`src/rtl/mul_arb_pkg.sv`:
```
// rtl/mul_arb_pkg.sv - shared types and constants for the multiplier arbiter
package mul_arb_pkg;

  localparam int NREQ = 2;

  typedef logic [2:0] mul_funct3_t;

  localparam mul_funct3_t MUL_OP_MUL    = 3'b000;
  localparam mul_funct3_t MUL_OP_MULH   = 3'b001;
  localparam mul_funct3_t MUL_OP_MULHSU = 3'b010;
  localparam mul_funct3_t MUL_OP_MULHU  = 3'b011;

endpackage

```
`src/rtl/mul_arb_rr_arb2.sv`:
```
// rtl/mul_arb_rr_arb2.sv - two-way round-robin grant with pointer update on accept
module rr_arb2 (
  input  logic [1:0] valid,
  input  logic       ptr,
  input  logic       enable,
  output logic [1:0] grant,
  output logic       next_ptr
);

  // pick the pointed-to requester on contention, else the lone valid one;
  // the pointer only moves when a contended grant is actually taken
  always_comb begin
    grant    = valid;
    next_ptr = ptr;
    if (valid == 2'b11) begin
      grant = ptr ? 2'b10 : 2'b01;
      if (enable) next_ptr = ~ptr;
    end
  end

endmodule

```
`src/rtl/mul_arb.sv`:
```
// rtl/mul_arb.sv - shares one 2-stage multiplier between two requesters (optional MUL_ARB_PERF_EN counters)
module mul_arb
  import mul_arb_pkg::*;
#(
  parameter int XLEN = 64
) (
  input  logic                clk,
  input  logic                reset,
  input  logic [NREQ-1:0]     ReqValid,
  output logic [NREQ-1:0]     ReqReady,
  input  logic [2*XLEN-1:0]   ReqSrcA,
  input  logic [2*XLEN-1:0]   ReqSrcB,
  input  logic [5:0]          ReqFunct3,
  input  logic                Flush,
  output logic [XLEN-1:0]     MulSrcAE,
  output logic [XLEN-1:0]     MulSrcBE,
  output logic [2:0]          MulFunct3E,
  output logic                MulStallM,
  output logic                MulFlushM,
  input  logic [2*XLEN-1:0]   MulProdM,
  output logic [NREQ-1:0]     RspValid,
  output logic [2*XLEN-1:0]   RspProd,
  input  logic                RspReady
`ifdef MUL_ARB_PERF_EN
  ,
  output logic [31:0]         PerfGrant0,
  output logic [31:0]         PerfGrant1,
  output logic [31:0]         PerfStall
`endif
);

  logic        mvalid;
  logic        mtag;
  logic        rrptr;

  logic        blocked;
  logic        can_issue;
  logic        issue;
  logic [1:0]  grant;
  logic        next_ptr;
  logic        sel;
  logic        rsp_live;
  mul_funct3_t funct_sel;

  assign blocked   = mvalid & ~RspReady;
  assign can_issue = ~blocked & ~Flush & reset;

  rr_arb2 u_rr_arb2 (
    .valid    (ReqValid),
    .ptr      (rrptr),
    .enable   (issue),
    .grant    (grant),
    .next_ptr (next_ptr)
  );

  assign ReqReady = grant & {2{can_issue}};
  assign issue    = |ReqReady;

  // operand steering: granted requester, or the priority holder when idle
  always_comb begin
    sel       = (grant != 2'b00) ? grant[1] : rrptr;
    MulSrcAE  = sel ? ReqSrcA[2*XLEN-1:XLEN] : ReqSrcA[XLEN-1:0];
    MulSrcBE  = sel ? ReqSrcB[2*XLEN-1:XLEN] : ReqSrcB[XLEN-1:0];
    funct_sel = sel ? ReqFunct3[5:3] : ReqFunct3[2:0];
    MulFunct3E = funct_sel;
  end

  // a flushed op is never presented, even in the cycle the flush arrives
  assign rsp_live  = mvalid & ~Flush & reset;
  assign RspValid  = {rsp_live & mtag, rsp_live & ~mtag};
  assign RspProd   = MulProdM;
  assign MulStallM = blocked & reset;
  assign MulFlushM = Flush | ~reset | (~blocked & ~issue);

  // M-stage occupancy, owner tag and round-robin pointer
  always_ff @(posedge clk or negedge reset) begin
    if (!reset) begin
      mvalid <= 1'b0;
      mtag   <= 1'b0;
      rrptr  <= 1'b0;
    end else begin
      rrptr <= next_ptr;
      if (Flush) begin
        mvalid <= 1'b0;
      end else if (!blocked) begin
        mvalid <= issue;
        if (issue) mtag <= grant[1];
      end
    end
  end

`ifdef MUL_ARB_PERF_EN
  // free-running accept and stall counters, wrapping at 2^32
  always_ff @(posedge clk or negedge reset) begin
    if (!reset) begin
      PerfGrant0 <= '0;
      PerfGrant1 <= '0;
      PerfStall  <= '0;
    end else begin
      if (ReqValid[0] & ReqReady[0]) PerfGrant0 <= PerfGrant0 + 32'd1;
      if (ReqValid[1] & ReqReady[1]) PerfGrant1 <= PerfGrant1 + 32'd1;
      if (blocked)                   PerfStall  <= PerfStall + 32'd1;
    end
  end
`endif

endmodule

```
`config.mk`:
```
export PLATFORM = sky130hd
export DESIGN_NAME = mul_arb
export DESIGN_NICKNAME = d
export VERILOG_FILES = /design/src/rtl/mul_arb_pkg.sv /design/src/rtl/mul_arb_rr_arb2.sv /design/src/rtl/mul_arb.sv
export SDC_FILE = /design/constraint.sdc
export NUM_CORES = 1
export LEC_CHECK = 0
export ABC_AREA = 1
export CORE_AREA = 2 2 260 262
export DETAILED_ROUTE_END_ITERATION = 7
export DIE_AREA = 0 0 262 264
export GPL_ROUTABILITY_DRIVEN = 0
export GPL_TIMING_DRIVEN = 1
export PLACE_DENSITY = 0.37
export SETUP_SLACK_MARGIN = 0.2
export SLEW_MARGIN = 15
export SYNTH_ARGS = -nofsm -noshare
export SYNTH_HDL_FRONTEND = slang
export SYNTH_SLANG_ARGS = --single-unit
```
`constraint.sdc`:
```
create_clock -name clk -period 1.25 [get_ports clk]
set_input_delay 0.125 -clock clk [delete_from_list [all_inputs] [get_ports clk]]
set_output_delay 0.125 -clock clk [all_outputs]
set_load 0.01 [all_outputs]
```
==> results <==
## logic make-up after synthesis
family                 after synthesis
buffers and inverters              177
AOI/OAI and AO/OA                  134
DFF                                  3
and+or+nand+nor                    287
## through the flow
stage | power [mW] | instances
5_1_grt | 6.19 | 1798
6_report | 5.72 | 1798
3_5_place_dp | 4.77 | 1766
4_1_cts | 5.30 | 1787
3_3_place_gp | 4.80 | 1766
2_1_floorplan | 2.18 | 601
## synthesized netlist by cell type
cell,number,share of area
inv_2,2,0.0025
nor2_1,9,0.011
nor2_4,1,0.0037
nand4_1,1,0.0021
nor2_2,1,0.0021
dfrtp_1,3,0.025
a31o_2,1,0.0029
buf_4,138,0.34
buf_6,2,0.0074
a21oi_1,1,0.0016
buf_2,4,0.0066
clkbuf_1,26,0.032
nand2_1,275,0.34
o21ai_0,132,0.22
inv_1,5,0.0062
## flip-flops by register name, indices dropped and copies added (netlist names)
register and flops:
mtag 1, mvalid 1, rrptr 1
## power groups by stage
stage | logic [mW] | clock network [mW] | registers [mW]
floorplan | 2.05 | 0 | 0.129
global placement | 4.67 | 0 | 0.129
detailed placement | 4.64 | 0 | 0.129
CTS | 4.65 | 0.520 | 0.128
global route | 5.52 | 0.531 | 0.135
finish | 5.08 | 0.513 | 0.131
## per-layer routing
metal | vias to the layer above | track usage | part of all wire
met1 | 2195 | 0.0499 | 0.32
li1 | 2418 | - | -
met3 | 56 | 0.0200 | 0.13
met4 | 2 | 0.0157 | 0.026
met2 | 357 | 0.116 | 0.53
met5 | - | 0.00641 | 0.0025
## cell type report
class	count	area share
Multi-Input combinational cell	421	0.260
Timing Repair Buffer	490	0.585
Clock buffer	4	0.00958
Tap cell	873	0.133
Sequential cell	3	0.00912
Inverter	7	0.00380
## worst max-delay path, stage by stage (launching register included)
cell,delay (ns)
dfrtp_1,0.38
inv_2,0.10
nand2_2,0.07
nand2_4,0.09
inv_6,0.05
nor2_4,0.09
buf_12,0.13
buf_16,0.14
buf_12,0.15
nand2_1,0.09
nand2_1,0.08
clkdlybuf4s15_2,0.22
## worst min-delay path by stage
stage | start | end | slack (ns) | cells after the start
after floorplan | reset | mtag | -0.17 | 0
after global placement | MulProdM[116] | RspProd[116] | 0.25 | 0
after detailed placement | MulProdM[116] | RspProd[116] | 0.25 | 0
after CTS | reset | mtag | 0.21 | 2
after global routing | MulProdM[20] | RspProd[20] | 0.25 | 0
final | MulProdM[108] | RspProd[108] | 0.25 | 0
## cells in the final DEF (no fill, tap or decap)
master,Yosys,final
nand4_1,1,1
buf_2,4,71
inv_2,2,1
o21ai_2,0,6
o21ai_0,132,111
buf_12,0,14
o21ai_1,0,15
clkbuf_2,0,2
a31o_4,0,1
nand2_1,275,199
clkdlybuf4s15_2,0,12
inv_6,0,1
dlymetal6s2s_1,0,3
buf_16,0,6
dlygate4sd3_1,0,1
dfrtp_1,3,3
nor2_4,1,7
nand2_2,0,55
clkbuf_1,26,1
buf_4,138,46
clkbuf_16,0,5
nand2_4,0,21
dlygate4sd2_1,0,1
buf_8,0,2
buf_6,2,67
inv_1,5,5
clkdlybuf4s50_1,0,263
nor2_1,9,2
nor2_2,1,2
a21oi_1,1,1
## what timing repair did
action	in CTS	in global routing
pin swaps	2	11
endpoints found under the setup margin	140	140
hold endpoints to repair	0	3
resized for setup	540	181
cloned	4	2
hold buffers	0	1
setup buffers	13	8
==> impl_metrics.py <==
metrics = {
    "run_status": {
        "status": "finished with violations",
        "violations": "setup timing",
    },
    "floorplanning": {
        "die_y_um": 264,
        "core_sq_um": 66600,
        "core.rowCount": 95,
        "start_util": 0.0457,
        "die_w_um": 262,
        "io_pins": 661,
        "dieArea_sq_um": 69200,
    },
    "drt": {
        "drtIter0Drc": 117,
        "drc": 0,
        "wl_mm": 22.4,
        "ant_nets": 0,
        "viasPerCell": 2.80,
        "first_pass_iters": 4,
        "num_vias": 5028,
        "avgRoutedWirePerCell_um": 12.5,
    },
    "finish": {
        "ff_latch_area_sq_um": 75.1,
        "final_nets": 1322,
        "multi_input_area_sq_um": 2140,
        "area_delta_synth_final_pct": 171,
        "num_antenna_cells": 0,
        "layout-drive-gt1-share": 0.345,
        "utilization": 0.124,
        "fillers": 7696,
        "final_cell_area_sq_um": 8230,
    },
    "logic_synthesis": {
        "seq_area_frac_synth": 0.0247,
        "avgSynthCellArea_sq_um": 5.06,
        "synth_top_family_by_area": "buffers and inverters",
        "synth_seq_cells": 3,
        "synth_fa_ha_area_frac": 0,
        "synthCells": 601,
        "synth_compound_area_frac": 0.222,
        "synth-xor-area-share": 0,
        "synth-simple-area-share": 0.358,
        "synth_area_sq_um": 3040,
        "synth_fp_nets": 997,
        "yosys_warnings": 0,
        "yosysUniqueCellTypes": 15,
        "synthMuxAreaShare": 0,
    },
    "timing": {
        "slew_violations": 0,
        "setup_viol": 134,
        "worst_slew_pin_slew_ns": 0.368,
        "clock_skew_ns": 0.00138,
        "setup_slack_ns": -0.709,
        "slew_headroom": 0.753,
        "fmax_ghz": 0.511,
        "hold_violations": 0,
        "tns_ns": -78.49,
        "holdWs_ns": 0.250,
        "post-route-period-util": 1.57,
        "finalWorstPathRequiredPeriod_ns": 1.96,
        "rsz0062_at_grt": "true",
    },
    "clock_network": {
        "cts_buffers": 3,
        "clk_pin_slew_ns": 0.03,
        "clockBufferDepth": 2,
        "clock_sinks": 3,
        "tritoncts": "done",
        "root_buffer": "clkbuf_16",
        "clk_latency_ns": 0.22,
        "htreeDepth": 1,
    },
    "worst_setup_path": {
        "reg2reg_from": "rrptr",
        "end_kind": "primary output",
        "crit_path_end": "MulSrcAE[8]",
        "worstPathMaxFanout": 17,
        "arrival_ns": 1.83,
        "timing.reg2reg.setup_slack_ns": 0.01,
        "r2r-end": "mvalid",
        "path_class": "register to primary output",
        "ff2ff_path_depth": 9,
        "worstSetupStartpoint": "rrptr",
        "start_kind": "register",
        "cp.required_ns": 1.12,
    },
    "power_and_ir_drop": {
        "ir_worst_vdd_mv": 0.493,
        "p_int_mw": 3.34,
        "power_density_nw_per_um2": 695,
        "leakage_nw": 3.58,
        "swShare": 0.416,
        "combPwrFrac": 0.887,
        "power.switching_mw": 2.38,
        "clkPwrFrac": 0.090,
        "seq_power_share": 0.023,
    },
    "placed_design": {
        "dp_hpwl_mm": 18.0,
        "place_ws_ns": -1.10,
        "place_area_sq_um": 7630,
        "io_buffers": 404,
    },
    "flow_run": {
        "max_cap_viol_count": 0,
    },
    "global_routing": {
        "grt_use_total": 0.0565,
        "grt_max_degree": 46,
        "antenna_found_initial": 0,
        "grt-ovfl-total": 0,
        "grt_pass1_wl_mm": 29.6,
        "grt_pass1_vias": 5061,
    },
    "hold_path": {
        "worstHoldPathType": "input port to primary output",
    },
}
(Power assumes the default switching activity.)
